**src/rtl/multichannel_adc_ctrl_if.sv**
```systemverilog
// Request/result handshake between multichannel_adc_ctrl and the readout logic.
interface multichannel_adc_ctrl_if #(
  parameter int WIDTH = 8,
  parameter int CH_W  = 2
);
  logic             start;
  logic             mode;
  logic [CH_W-1:0]  ch_sel;
  logic             busy;
  logic             data_valid;
  logic [WIDTH-1:0] result;
  logic [CH_W-1:0]  result_ch;

  modport master (output start, mode, ch_sel,
                  input  busy, data_valid, result, result_ch);
  modport slave  (input  start, mode, ch_sel,
                  output busy, data_valid, result, result_ch);
endinterface

```
**src/rtl/multichannel_adc_ctrl.sv**
```systemverilog
// Ramp/SAR comparator ADC controller for an R2R DAC and analog mux.
// Define ADC_AVG_EN to average four back-to-back conversions per start.
module multichannel_adc_ctrl #(
  parameter int WIDTH         = 8,
  parameter int NUM_CH        = 4,
  parameter int SETTLE_CYCLES = 100,
  localparam int CH_W         = (NUM_CH > 1) ? $clog2(NUM_CH) : 1
) (
  input  logic                   clk,
  input  logic                   reset,
  multichannel_adc_ctrl_if.slave bus,
  input  logic                   comparator,
  output logic [WIDTH-1:0]       dac_out,
  output logic [CH_W-1:0]        mux_sel
);

  if (SETTLE_CYCLES < 3) begin : g_bad_settle
    $error("SETTLE_CYCLES must be at least 3");
  end
  if (WIDTH < 2 || WIDTH > 16) begin : g_bad_width
    $error("WIDTH must be within 2..16");
  end

  localparam int CNT_W = $clog2(SETTLE_CYCLES);
  localparam logic [CNT_W-1:0] SETTLE_LOAD = CNT_W'(SETTLE_CYCLES - 1);
  localparam logic [WIDTH-1:0] MSB = {1'b1, {(WIDTH-1){1'b0}}};
  localparam logic [WIDTH-1:0] MAX = '1;

  typedef enum logic [1:0] {S_IDLE, S_SETTLE, S_DECIDE, S_DONE} state_t;

  state_t           r_state, w_state_nxt;
  logic [1:0]       r_sync;
  logic [WIDTH-1:0] r_code, w_code_nxt;
  logic [WIDTH-1:0] r_mask, w_mask_nxt;
  logic [CNT_W-1:0] r_cnt, w_cnt_nxt;
  logic             r_mode, w_mode_nxt;
  logic [CH_W-1:0]  r_mux, w_mux_nxt;
  logic [WIDTH-1:0] r_result, w_result_nxt;
  logic [CH_W-1:0]  r_rch, w_rch_nxt;
  logic             w_comp_s;
  logic             w_pass_done;
  logic [WIDTH-1:0] w_pass_res;
  logic [WIDTH-1:0] w_sar_code;
`ifdef ADC_AVG_EN
  logic [WIDTH+1:0] r_acc, w_acc_nxt, w_sum;
  logic [1:0]       r_pass, w_pass_nxt;
`endif

  assign w_comp_s = r_sync[1];

  always_comb begin
    w_state_nxt  = r_state;
    w_code_nxt   = r_code;
    w_mask_nxt   = r_mask;
    w_cnt_nxt    = r_cnt;
    w_mode_nxt   = r_mode;
    w_mux_nxt    = r_mux;
    w_result_nxt = r_result;
    w_rch_nxt    = r_rch;
    w_pass_done  = 1'b0;
    w_pass_res   = '0;
    w_sar_code   = w_comp_s ? r_code : (r_code & ~r_mask);
`ifdef ADC_AVG_EN
    w_acc_nxt    = r_acc;
    w_pass_nxt   = r_pass;
    w_sum        = '0;
`endif
    case (r_state)
      S_IDLE: begin
        if (bus.start) begin
          w_mode_nxt  = bus.mode;
          w_mux_nxt   = bus.ch_sel;
          w_code_nxt  = bus.mode ? MSB : '0;
          w_mask_nxt  = MSB;
          w_cnt_nxt   = SETTLE_LOAD;
          w_state_nxt = S_SETTLE;
`ifdef ADC_AVG_EN
          w_acc_nxt   = '0;
          w_pass_nxt  = '0;
`endif
        end
      end
      S_SETTLE: begin
        if (r_cnt == '0) w_state_nxt = S_DECIDE;
        else             w_cnt_nxt   = r_cnt - CNT_W'(1);
      end
      S_DECIDE: begin
        w_cnt_nxt   = SETTLE_LOAD;
        w_state_nxt = S_SETTLE;
        if (!r_mode) begin
          if (!w_comp_s) begin
            w_pass_done = 1'b1;
            w_pass_res  = (r_code == '0) ? '0 : r_code - WIDTH'(1);
          end else if (r_code == MAX) begin
            w_pass_done = 1'b1;
            w_pass_res  = MAX;
          end else begin
            w_code_nxt  = r_code + WIDTH'(1);
          end
        end else if (r_mask[0]) begin
          w_pass_done = 1'b1;
          w_pass_res  = w_sar_code;
        end else begin
          w_code_nxt  = w_sar_code | (r_mask >> 1);
          w_mask_nxt  = r_mask >> 1;
        end
        if (w_pass_done) begin
`ifdef ADC_AVG_EN
          // Passes 1-3 restart straight into SETTLE so DONE is paid only once.
          w_sum = r_acc + {2'b00, w_pass_res};
          if (r_pass == 2'd3) begin
            w_state_nxt  = S_DONE;
            w_code_nxt   = '0;
            w_result_nxt = WIDTH'((w_sum + (WIDTH+2)'(2)) >> 2);
            w_rch_nxt    = r_mux;
          end else begin
            w_acc_nxt    = w_sum;
            w_pass_nxt   = r_pass + 2'd1;
            w_code_nxt   = r_mode ? MSB : '0;
            w_mask_nxt   = MSB;
          end
`else
          w_state_nxt  = S_DONE;
          w_code_nxt   = '0;
          w_result_nxt = w_pass_res;
          w_rch_nxt    = r_mux;
`endif
        end
      end
      S_DONE:  w_state_nxt = S_IDLE;
      default: w_state_nxt = S_IDLE;
    endcase
  end

  always_ff @(posedge clk) begin
    if (reset) begin
      r_state  <= S_IDLE;
      r_sync   <= '0;
      r_code   <= '0;
      r_mask   <= '0;
      r_cnt    <= '0;
      r_mode   <= 1'b0;
      r_mux    <= '0;
      r_result <= '0;
      r_rch    <= '0;
`ifdef ADC_AVG_EN
      r_acc    <= '0;
      r_pass   <= '0;
`endif
    end else begin
      r_state  <= w_state_nxt;
      r_sync   <= {r_sync[0], comparator};
      r_code   <= w_code_nxt;
      r_mask   <= w_mask_nxt;
      r_cnt    <= w_cnt_nxt;
      r_mode   <= w_mode_nxt;
      r_mux    <= w_mux_nxt;
      r_result <= w_result_nxt;
      r_rch    <= w_rch_nxt;
`ifdef ADC_AVG_EN
      r_acc    <= w_acc_nxt;
      r_pass   <= w_pass_nxt;
`endif
    end
  end

  assign bus.busy       = (r_state == S_SETTLE) || (r_state == S_DECIDE);
  assign bus.data_valid = (r_state == S_DONE);
  assign bus.result     = r_result;
  assign bus.result_ch  = r_rch;
  assign dac_out        = r_code;
  assign mux_sel        = r_mux;

endmodule

```
**src/flat_wrapper.sv**
```systemverilog
// flat-port wrapper written by rule: the top's interface ports become plain ports
module multichannel_adc_ctrl_flat 
#(
  parameter int WIDTH         = 8,
  parameter int NUM_CH        = 4,
  parameter int SETTLE_CYCLES = 100,
  localparam int CH_W         = (NUM_CH > 1) ? $clog2(NUM_CH) : 1
)
  (clk, reset, comparator, dac_out, mux_sel, bus_start, bus_mode, bus_ch_sel, bus_busy, bus_data_valid, bus_result, bus_result_ch);
  multichannel_adc_ctrl_if #(.WIDTH(WIDTH), .CH_W((2))) bus_i ();
  input  logic clk;
  input  logic reset;
  input  logic comparator;
  output logic [WIDTH-1:0] dac_out;
  output logic [CH_W-1:0] mux_sel;
  input wire logic [$bits(bus_i.start)-1:0] bus_start;
  input wire logic [$bits(bus_i.mode)-1:0] bus_mode;
  input wire logic [$bits(bus_i.ch_sel)-1:0] bus_ch_sel;
  output wire logic [$bits(bus_i.busy)-1:0] bus_busy;
  output wire logic [$bits(bus_i.data_valid)-1:0] bus_data_valid;
  output wire logic [$bits(bus_i.result)-1:0] bus_result;
  output wire logic [$bits(bus_i.result_ch)-1:0] bus_result_ch;
  assign bus_i.start = bus_start;
  assign bus_i.mode = bus_mode;
  assign bus_i.ch_sel = bus_ch_sel;
  assign bus_busy = bus_i.busy;
  assign bus_data_valid = bus_i.data_valid;
  assign bus_result = bus_i.result;
  assign bus_result_ch = bus_i.result_ch;
  multichannel_adc_ctrl #(.WIDTH(WIDTH), .NUM_CH(NUM_CH), .SETTLE_CYCLES(SETTLE_CYCLES)) u_core (.clk(clk), .reset(reset), .bus(bus_i), .comparator(comparator), .dac_out(dac_out), .mux_sel(mux_sel));
endmodule
```
**config.mk**
```make
export PLATFORM = sky130hd
export DESIGN_NAME = multichannel_adc_ctrl_flat
export DESIGN_NICKNAME = d
export VERILOG_FILES = /design/src/rtl/multichannel_adc_ctrl_if.sv /design/src/rtl/multichannel_adc_ctrl.sv /design/src/flat_wrapper.sv
export SDC_FILE = /design/constraint.sdc
export NUM_CORES = 1
export LEC_CHECK = 0
export BUFFER_PORTS_ARGS = -buffer_cell sky130_fd_sc_hd__buf_2
export CAP_MARGIN = 20
export CORE_AREA = 2 2 53 91
export CTS_BUF_LIST = sky130_fd_sc_hd__clkbuf_8
export CTS_CLUSTER_DIAMETER = 80
export DETAILED_ROUTE_END_ITERATION = 8
export DIE_AREA = 0 0 55 93
export GPL_ROUTABILITY_DRIVEN = 0
export PLACE_DENSITY = 0.86
export SLEW_MARGIN = 20
export SYNTH_ARGS = -nofsm -noshare
export SYNTH_HDL_FRONTEND = slang
export SYNTH_SLANG_ARGS = --single-unit
```
**constraint.sdc**
```tcl
create_clock -name clk -period 2.42 [get_ports clk]
set_input_delay 0.484 -clock clk [delete_from_list [all_inputs] [get_ports clk]]
set_output_delay 0.484 -clock clk [all_outputs]
set_load 0.02 [all_outputs]
```
==> results.yml, run 1 <==
power_and_ir_drop:
  p_int_mw: 1.397
  powerDensity_nw_per_um2: 893.2
  pwr-share-clk_pct: 23.4
  total_leakage_power_nw: 1.045
  p_seq_share_pct: 37.3
  netSwitchingFraction_pct: 39.45
  switching_power_mw: 0.9103
  vdd_drop_max_mv: 0.7189
  power_frac_comb_pct: 39.3
place:
  dp_hpwl_mm: 4.303
  post_dp_cell_area_um2: 2476
  portBuffers: 28
grt:
  grt_pass1_wl_mm: 9.439
  grt_max_degree: 31
  grt_usage_pct: 24.95
  grt_pass1_vias: 2159
  antenna_found_initial: 0
  grt_overflow_total: 0
run_status:
  status: "completed"
synth:
  synth_top_flop_cell: "dfxtp_1"
  yosysWarnings: 0
  synth_cells: 288
  synthDistinctLibCells: 51
  async_flop_share_pct: 0
  synth_seq_cells: 40
  synth_nets: 304
  synth-edff-count: 0
  syn_avg_cell_area_um2: 8.050
  yosysSeqAreaShare_pct: 34.54
  syn_area_um2: 2318
floorplan:
  dieArea_um2: 5115
  core-area_um2: 4404
  start_util_pct: 52.64
  die_x_um: 55
  ios: 29
  die_h_um: 93
  rows: 32
cts:
  cts.path.max_buffers: 2
  clk_pin_slew_worst_paths_ns: 0.08
  htreeDepth: 2
  post_cts_buffers: 0
  clock_sinks: 40
  cts_root_buf: "clkbuf_8"
  clk_latency_ns: 0.30
  cts_resized: 0
  cts_buffers: 5
  hold_buffers: 0
  cts_tree: "yes"
worst_setup_path:
  critPathRequiredTime_ns: 2.66
  path_buf_inv: 1
  cp-start-kind: "register"
  path_cells: "inv_1 -> ha_1 -> mux2i_1 -> and2_1 -> o21bai_1 -> a22o_1"
  cp_top_family: "multiplexers"
  cp.arrival_ns: 2.39
  slowest_delay_ns: 0.60
  end_kind: "register"
  worstSetupPathType: "reg -> reg"
  crit_slowest_cell: "mux2i_1"
  worstPathMaxFanout: 9
detailed_routing:
  avgRoutedWirePerCell_um: 16.46
  drt_iter0_drc: 84
  viasPerCell: 6.422
  drc: 0
  drt_wl_total_mm: 5.924
  antenna_left: 0
  dr.pass1.iters: 4
  vias: 2312
timing:
  hold_viol_final: 0
  tightestPinTransition_ns: 0.6224
  rsz0062_at_grt: "false"
  fmax_mhz: 466.2
  setup_viol: 0
  max-slew-margin-rel_pct: 57.32
  skew_ns: 0.01001
  finalMaxSlewViolations: 0
  period_share_pct: 88.63
  fin_crit_ns: 2.145
  tns_ns: 0
final_layout:
  diodes: 0
  fin_nets: 324
  design_area_um2: 2584
  layout.cells.most_common: "dfxtp_1"
  layout-drive-gt1-share_pct: 15.21
  final_cell_mix: "dfxtp_1, a21oi_1, buf_2"
  fin_util_pct: 58.66
  area_delta_synth_final_pct: 11.44
flow_run:
  drv_cap: 0
hold_path:
  hp-class: "in -> reg"
## metrics by stage
step | hold WS [ns] | setup slack [ns] | power [mW] | std cells
2_1_floorplan | 0.4138 | 0.6180 | 1.532 | 288
3_3_place_gp | 0.4167 | 0.3933 | 1.742 | 352
3_5_place_dp | 0.4242 | 0.3373 | 1.763 | 352
4_1_cts | 0.3902 | 0.2713 | 2.307 | 360
5_1_grt | 0.3922 | 0.06219 | 2.459 | 360
6_report | 0.3924 | 0.2751 | 2.308 | 360
## synth_stat cells, types with 2 or more instances
| cell type | count | area [µm²] |
|---|---|---|
| or4_1 | 3 | 22.52 |
| nor2b_1 | 4 | 25.02 |
| ha_1 | 9 | 112.6 |
| clkbuf_1 | 15 | 56.30 |
| a2111oi_2 | 2 | 30.03 |
| nand3_1 | 21 | 105.1 |
| nand2_1 | 19 | 71.32 |
| a22o_1 | 4 | 35.03 |
| nand2b_1 | 9 | 56.30 |
| a41oi_1 | 2 | 17.52 |
| o21ai_1 | 3 | 15.01 |
| nor2_1 | 12 | 45.04 |
| o21ai_0 | 25 | 125.1 |
| nand4_1 | 4 | 25.02 |
| or3_1 | 3 | 18.77 |
| o21bai_1 | 2 | 15.01 |
| o221a_1 | 2 | 22.52 |
| mux2i_1 | 2 | 20.02 |
| a21oi_1 | 30 | 150.1 |
| nand3b_1 | 3 | 22.52 |
| a311oi_1 | 7 | 61.31 |
| buf_2 | 4 | 20.02 |
| o22ai_1 | 2 | 12.51 |
| inv_1 | 14 | 52.55 |
| o211ai_1 | 2 | 15.01 |
| nor3_1 | 3 | 15.01 |
| a32o_1 | 3 | 30.03 |
| a21o_1 | 6 | 45.04 |
| xor2_1 | 5 | 43.79 |
| nor3b_1 | 2 | 15.01 |
| a211oi_1 | 2 | 15.01 |
| a31oi_1 | 3 | 18.77 |
| o31ai_1 | 2 | 15.01 |
| dfxtp_1 | 40 | 800.8 |
| and2_1 | 3 | 18.77 |
## final timing paths
check                                  startpoint           endpoint  slack (ns)  cells past startpoint
worst min-delay path                   comparator   u_core.r_sync[0]        0.39                      2
worst max register to register  u_core.r_state[0]  u_core.dac_out[0]        0.28                      6
worst max-delay path            u_core.r_state[0]  u_core.dac_out[0]        0.28                      6
worst min register to register   u_core.r_sync[0]   u_core.r_sync[1]        0.44                      1
## power groups by stage
| stage | clock (mW) | sequential, mW | combinational, mW |
|---|---|---|---|
| global placement | 0 | 0.870 | 0.872 |
| floorplan | 0 | 0.892 | 0.640 |
| finish | 0.541 | 0.861 | 0.907 |
| CTS | 0.550 | 0.859 | 0.898 |
| detailed placement | 0 | 0.874 | 0.889 |
| global route | 0.580 | 0.876 | 1.00 |
## state kept, by name (all words and copies together) (netlist names)
register,count
u_core.r_mask,8
u_core.r_cnt,7
u_core.bus.result,8
u_core.mux_sel,2
u_core.r_sync,2
u_core.dac_out,8
u_core.bus.result_ch,2
u_core.r_mode,1
u_core.r_state,2
## worst reg2reg max path, cell delays in order, from the launching register on
cell	delay (ns)
dfxtp_1	0.35
inv_1	0.11
ha_1	0.33
mux2i_1	0.60
and2_1	0.39
o21bai_1	0.17
a22o_1	0.15
## cell families after synthesis
kind of cell | count (synthesis) | share of synthesized area, %
adder cells (fa/ha/maj) | 9 | 4.857
AND/OR/NAND/NOR | 92 | 21.80
XOR/XNOR | 5 | 1.889
flip-flops | 40 | 34.54
buffers and inverters | 36 | 6.206
multiplexers | 3 | 1.349
AO/OA/AOI/OAI | 103 | 29.36
## layer usage
layer / routed length, µm / GRT usage (%) / vias up
li1: - / - / 1110
met1: 2171 / 24.25 / 1083
met2: 3146 / 44.15 / 88
met3: 278 / 5.112 / 31
met4: 326 / 16.26 / 0
met5: 0 / 0 / -
## area by class of cell
class	instances	area [µm²]
fill	411	1821
multi-input combinational	212	1374
sequential	40	800.8
timing repair buffer	33	177.7
clock buffer	5	68.82
tap	51	63.81
inverter	16	60.06
clock inverter	3	38.79
Power figures use the tool's default switching activity.
==> run 2, diff against run 1 <==
--- a/config.mk
+++ b/config.mk
@@ -5,13 +5,14 @@
 export SDC_FILE = /design/constraint.sdc
 export NUM_CORES = 1
 export LEC_CHECK = 0
+export ABC_AREA = 1
 export BUFFER_PORTS_ARGS = -buffer_cell sky130_fd_sc_hd__buf_2
 export CAP_MARGIN = 20
-export CORE_AREA = 2 2 53 91
+export CORE_AREA = 2 2 54 94
 export CTS_BUF_LIST = sky130_fd_sc_hd__clkbuf_8
 export CTS_CLUSTER_DIAMETER = 80
 export DETAILED_ROUTE_END_ITERATION = 8
-export DIE_AREA = 0 0 55 93
+export DIE_AREA = 0 0 56 96
 export GPL_ROUTABILITY_DRIVEN = 0
 export PLACE_DENSITY = 0.86
 export SLEW_MARGIN = 20
==> constraint.sdc (replaced) <==
create_clock -name clk -period 2.3 [get_ports clk]
set_input_delay 0.46 -clock clk [delete_from_list [all_inputs] [get_ports clk]]
set_output_delay 0.46 -clock clk [all_outputs]
set_load 0.02 [all_outputs]
==> run 2 against run 1 <==
Against the previous run:
- sequential power up 13%
- sequential cell count unchanged
- routed wire length up 3.4%
- via count up 7.1%
- register-to-register slack better by 0.27 ns
- core utilization down 0.28 points
- clock-buffer cell count unchanged
- critical endpoint is now u_core.r_mask[7]
- sequential share of layout area down 1.3 points
- largest power group unchanged
- clock skew down 0.0030 ns
- synthesized cell count up 30%
==> results.yml, run 2 <==
run_status:
  status: "completed"
grt:
  grt_overflow_total: 0
  grt_pass1_vias: 2334
  grt_max_degree: 27
  grt_usage_pct: 23.97
  grt.busiest_layer: "met2"
  met3_usage_pct: 4.839
  grt_pass1_wl_mm: 10.18
  met1_usage_pct: 23.97
  grt_use_met2_pct: 45.10
  antenna_found_initial: 0
detailed_routing:
  drt_iter0_drc: 121
  dr.pass1.iters: 4
  viasPerCell: 5.490
  vias: 2476
  avgRoutedWirePerCell_um: 13.59
  antenna_left: 0
  drt_wl_total_mm: 6.127
  drc: 0
timing:
  fin_crit_ns: 1.755
  max-slew-margin-rel_pct: 59.57
  hold_viol_final: 0
  skew_ns: 0.006991
  tns_ns: 0
  tightestPinTransition_ns: 0.6056
  fmax_mhz: 569.8
  period_share_pct: 76.30
  rsz0062_at_grt: "false"
  setup_viol: 0
  finalMaxSlewViolations: 0
  setup_slack_ns: 0.5450
cts:
  cts_buffers: 5
  post_cts_buffers: 0
  cts.path.max_buffers: 2
  htreeDepth: 2
  cts_resized: 0
  hold_buffers: 0
  cts_root_buf: "clkbuf_8"
  clk_pin_slew_worst_paths_ns: 0.08
  cts_tree: "yes"
  clk_latency_ns: 0.29
  clock_sinks: 40
floorplan:
  die_x_um: 56
  start_util_pct: 53.38
  die_h_um: 96
  ios: 29
  core-area_um2: 4624
  rows: 33
  dieArea_um2: 5376
place:
  portBuffers: 28
  dp_hpwl_mm: 4.597
  place_ws_ns: 0.5560
synth:
  synth_common_cells: "nand2_1, nor2_1, nand3_1"
  synthDominantCellAreaShare_pct: 32.44
  synth_nets: 390
  syn_area_um2: 2469
  yosysSeqAreaShare_pct: 32.44
  netlist_top_cells_area: "dfxtp_1, nand2_1, nand3_1"
  synth_seq_cells: 40
  syn_avg_cell_area_um2: 6.601
  synthDistinctLibCells: 31
  synth_top_flop_cell: "dfxtp_1"
  synth-edff-count: 0
  async_flop_share_pct: 0
  synth_top_area_cell: "dfxtp_1"
  yosysMostFrequentCell: "nand2_1"
  yosysWarnings: 0
  synth_cells: 374
hold_path:
  hp-class: "in -> reg"
  whs_endpoint: "u_core.r_sync[0]"
  holdCritStartpoint: "comparator"
  holdPathStages: 3
final_layout:
  fin_nets: 414
  layout.cells.most_common: "nand2_1"
  fill_cells: 446
  layout-drive-gt1-share_pct: 16.04
  final_cell_mix: "nand2_1, nor2_1, nand3_1"
  area_delta_synth_final_pct: 9.377
  diodes: 0
worst_setup_path:
  cp_top_family: "simple AND/OR/NAND/NOR gates"
  crit_top_cell: "nand2_2"
  r2r_start: "u_core.r_state[0]"
  end_kind: "register"
  cp.arrival_ns: 1.93
  crit_slowest_cell: "dfxtp_1"
  r2r_end: "u_core.r_mask[7]"
  worstSetupPathType: "reg -> reg"
  r2r_setup_slack_ns: 0.55
  critPathRequiredTime_ns: 2.47
  r2r_cells: 8
  path_cells: "inv_1 -> ha_1 -> nand2_2 -> nand2_2 -> nor2_2 -> inv_2 -> a21oi_1 -> nor2_1"
  cp-start-kind: "register"
  slowest_delay_ns: 0.40
  worstPathMaxFanout: 9
  path_buf_inv: 2
power_and_ir_drop:
  total_leakage_power_nw: 1.234
  powerDensity_nw_per_um2: 1031
  vdd_drop_max_mv: 0.6581
flow_run:
  drv_cap: 0
run 2: cell types whose count changed after synthesis, sizes merged, moves of 7 or more:
cell    previous run  this run
nor2              12        64
nand2             19        82
nand2b             9         0
nand3             21        47
a311oi             7         0
clkbuf            15         2
inv               15        42
run 2: cells by family (layout without fill, tap and decap cells):
kind of cell / after synthesis / after routing / share of synthesized area [%]
XOR/XNOR: 7 / 7 / 2.484
AO/OA/AOI/OAI: 60 / 60 / 13.38
flip-flops: 40 / 40 / 32.44
AND/OR/NAND/NOR: 204 / 204 / 37.05
buffers and inverters: 54 / 79 / 10.09
adder cells (fa/ha/maj): 9 / 9 / 4.562
run 2: area by class of cell:
type,instances,area [µm²],area share [%]
Multi-Input combinational cell,280,1419,52.55
Sequential cell,40,800.8,29.66
Inverter,42,160.2,5.931
Timing Repair Buffer,29,147.6,5.468
Clock buffer,5,68.82,2.549
Tap cell,52,65.06,2.410
Clock inverter,3,38.79,1.437
run 2: metrics by stage:
step / cell area (µm²) / util (%) / instances / total power [mW] / hold slack [ns]
CTS: 2700 / 58.39 / 451 / 2.793 / 0.3646
global placement: 2592 / 56.06 / 443 / 2.193 / 0.3996
finish: 2700 / 58.39 / 451 / 2.784 / 0.3651
global route: 2700 / 58.39 / 451 / 3.007 / 0.3764
detailed placement: 2592 / 56.06 / 443 / 2.222 / 0.3957
floorplan: 2469 / - / 374 / 1.947 / 0.3883
run 2: worst max-delay path by stage:
stage | depth (start not counted) | startpoint | to | slack, ns
2_1_floorplan | 11 | u_core.dac_out[1] | u_core.bus.result[0] | 0.67
3_3_place_gp | 8 | u_core.r_state[0] | u_core.r_mask[7] | 0.63
3_5_place_dp | 8 | u_core.r_state[0] | u_core.r_mask[7] | 0.56
4_1_cts | 8 | u_core.r_state[0] | u_core.r_mask[7] | 0.54
5_1_grt | 8 | u_core.r_state[0] | u_core.r_mask[6] | 0.33
6_report | 8 | u_core.r_state[0] | u_core.r_mask[7] | 0.55
run 2: worst min-delay path, stage by stage:
cell and delay [ns]:
buf_2 0.07, inv_1 0.03, nor2_1 0.06
run 2: power breakdown:
part	internal, mW	switching, mW
clock	0.317	0.240
sequential	0.831	0.146
combinational	0.402	0.848
run 2: metal layers:
layer | part of all wire [%] | vias to the layer above
li1 | - | 1246
met1 | 39 | 1117
met2 | 52 | 87
met3 | 4.8 | 26
met4 | 4.6 | 0
met5 | 0 | -
==> run 3, diff against run 2 <==
--- a/config.mk
+++ b/config.mk
@@ -5,16 +5,16 @@
 export SDC_FILE = /design/constraint.sdc
 export NUM_CORES = 1
 export LEC_CHECK = 0
-export ABC_AREA = 1
+export ABC_AREA = 0
 export BUFFER_PORTS_ARGS = -buffer_cell sky130_fd_sc_hd__buf_2
 export CAP_MARGIN = 20
-export CORE_AREA = 2 2 54 94
+export CORE_AREA = 2 2 53 92
 export CTS_BUF_LIST = sky130_fd_sc_hd__clkbuf_8
 export CTS_CLUSTER_DIAMETER = 80
 export DETAILED_ROUTE_END_ITERATION = 8
-export DIE_AREA = 0 0 56 96
+export DIE_AREA = 0 0 55 94
 export GPL_ROUTABILITY_DRIVEN = 0
-export PLACE_DENSITY = 0.86
+export PLACE_DENSITY = 0.88
 export SLEW_MARGIN = 20
 export SYNTH_ARGS = -nofsm -noshare
 export SYNTH_HDL_FRONTEND = slang
==> constraint.sdc (replaced) <==
create_clock -name clk -period 1.5 [get_ports clk]
set_input_delay 0.3 -clock clk [delete_from_list [all_inputs] [get_ports clk]]
set_output_delay 0.3 -clock clk [all_outputs]
set_load 0.02 [all_outputs]
==> run 3 against run 2 <==
Against the previous run:
- the run now ends with setup timing left
- via count is 11% higher
- global-route usage is 7.1 points higher
- design area is 25% higher
- routed wire length is 41% higher
- sequential share of layout area is 5.3 points lower
- core utilization is 18 points higher
- worst setup slack worse by 0.95 ns
- sequential power is 45% higher
- largest cell class unchanged
==> results.yml, run 3 (synthesis gave the netlist of run 1 again) <==
cts:
  htreeDepth: 2
  clk_pin_slew_worst_paths_ns: 0.08
  clock_sinks: 40
  clk_latency_ns: 0.30
  hold_buffers: 0
  cts_buffers: 5
  cts.path.max_buffers: 2
  cts_tree: "yes"
  cts_root_buf: "clkbuf_8"
final_layout:
  layout.cells.most_common: "buf_4"
  multi_input_area_um2: 1635
  layout-drive-gt1-share_pct: 41.89
  area_delta_synth_final_pct: 45.60
  final_cell_mix: "buf_4, dfxtp_1, buf_2"
  diodes: 0
  fin_util_pct: 76.65
  seq_area_um2: 823.3
  final_cells: 421
  fill_cells: 270
  fin_nets: 385
grt:
  grt_pass1_wl_mm: 11.70
  grt_max_degree: 16
  grt_overflow_total: 0
  grt_pass1_vias: 2648
  antenna_found_initial: 0
  grt_usage_pct: 31.09
timing:
  setup_viol: 26
  tightestPinTransition_ns: 0.5734
  fin_crit_ns: 1.907
  setup_slack_ns: -0.4069
  period_share_pct: 127.1
  hold_viol_final: 0
  skew_ns: 0.009541
  fmax_mhz: 524.4
  finalMaxSlewViolations: 0
  max-slew-margin-rel_pct: 61.37
  hold_ws_ns: 0.2096
  rsz0062_at_grt: "true"
place:
  portBuffers: 28
  placedCellCount: 398
  dp_hpwl_mm: 5.123
  place_ws_ns: -0.2448
power_and_ir_drop:
  p_seq_share_pct: 29.9
  powerDensity_nw_per_um2: 1404
  total_leakage_power_nw: 1.413
  netSwitchingFraction_pct: 39.94
  switching_power_mw: 1.893
  p_int_mw: 2.847
  vdd_drop_max_mv: 1.556
  pwr-share-clk_pct: 18.5
  power_frac_comb_pct: 51.6
worst_setup_path:
  r2r_setup_slack_ns: -0.41
  crit_slowest_cell: "a311oi_1"
  worstSetupPathType: "reg -> reg"
  end_kind: "register"
  critPathLaunch: "u_core.dac_out[3]"
  r2r_cells: 7
  r2r_start: "u_core.dac_out[3]"
  cp_top_family: "compound AO/OA/AOI/OAI gates"
  cp-start-kind: "register"
  path_cells: "buf_6 -> nand4_1 -> o311ai_2 -> buf_4 -> buf_12 -> a21oi_1 -> a311oi_1"
  slowest_delay_ns: 0.43
  path_buf_inv: 3
  r2r_end: "u_core.bus.result[2]"
  cp.arrival_ns: 2.06
  cp_num_cells: 7
  critPathRequiredTime_ns: 1.65
  worstPathMaxFanout: 7
  critPathCapture: "u_core.bus.result[2]"
run_status:
  status: "finished with violations"
  violations: "setup timing"
detailed_routing:
  viasPerCell: 6.551
  drt_iter0_drc: 141
  vias: 2758
  dr.pass1.iters: 5
  drt_wl_total_mm: 8.657
  drc: 0
  antenna_left: 0
  avgRoutedWirePerCell_um: 20.56
floorplan:
  core-area_um2: 4404
  start_util_pct: 52.64
  dieArea_um2: 5170
  rows: 32
  die_h_um: 94
  die_x_um: 55
  ios: 29
hold_path:
  hp-class: "in -> reg"
flow_run:
  drv_cap: 0
[run 3: changes by cell type in the layout (fill, tap and decap cells not counted), sizes merged, moves of 9 or more]
| cell | previous run | this run |
|---|---|---|
| nand2b | 0 | 9 |
| buf | 29 | 94 |
| nand2 | 82 | 19 |
| inv | 43 | 16 |
| nand3 | 47 | 21 |
| nor2 | 64 | 12 |
[run 3: how the worst min path moves through the flow]
| stage | startpoint | end | slack (ns) | depth (start not counted) |
|---|---|---|---|---|
| after floorplan | u_core.r_sync[0] | u_core.r_sync[1] | 0.41 | 1 |
| after global placement | u_core.r_sync[0] | u_core.r_sync[1] | 0.42 | 1 |
| after detailed placement | u_core.r_sync[0] | u_core.r_sync[1] | 0.43 | 1 |
| after CTS | comparator | u_core.r_sync[0] | 0.21 | 2 |
| after global routing | comparator | u_core.r_sync[0] | 0.24 | 2 |
| final | comparator | u_core.r_sync[0] | 0.21 | 2 |
[run 3: per-layer routing]
layer,GRT usage (%),part of all wire (%)
met2,51.59,54
met4,26.83,6.7
met1,28.29,32
met5,0,0
met3,9.873,7.2
[run 3: area by class of cell]
type | instances | area share, %
multi-input cells | 212 | 48.44
flip-flops and latches | 40 | 24.39
repair buffers | 94 | 20.09
clock buffers | 5 | 2.039
inverters | 16 | 2.001
well taps | 51 | 1.890
clock inverters | 3 | 1.149
[run 3: what timing repair did]
action | 4_1_cts | 5_1_grt
buffers inserted | 4 | 12
cloned | 0 | 0
gates resized for setup | 23 | 34
endpoints found under the setup margin | 29 | 35
pin swaps | 11 | 20
[run 3: stage by stage]
stage	instance area (µm²)	power, mW	setup TNS, ns
after floorplan	2420	2.628	-3.351
after global placement	2918	3.251	-1.990
after detailed placement	2918	3.323	-2.961
after CTS	3131	4.375	-2.525
after global routing	3376	4.949	-6.239
final	3376	4.740	-4.389
[run 3: power groups by stage]
stage | sequential [mW] | clock (mW) | combinational (mW)
after global routing | 1.44 | 0.903 | 2.61
after detailed placement | 1.39 | 0 | 1.94
after floorplan | 1.46 | 0 | 1.17
final | 1.42 | 0.877 | 2.45
after global placement | 1.38 | 0 | 1.87
after CTS | 1.37 | 0.875 | 2.13
[run 3: worst register-to-register path, delay by kind of cell, from the launching register on]
| kind | cells | cell delay [ns] |
|---|---|---|
| buffers and inverters | 3 | 0.46 |
| and+or+nand+nor | 1 | 0.17 |
| AOI/OAI and AO/OA | 3 | 0.79 |
| DFF | 1 | 0.34 |
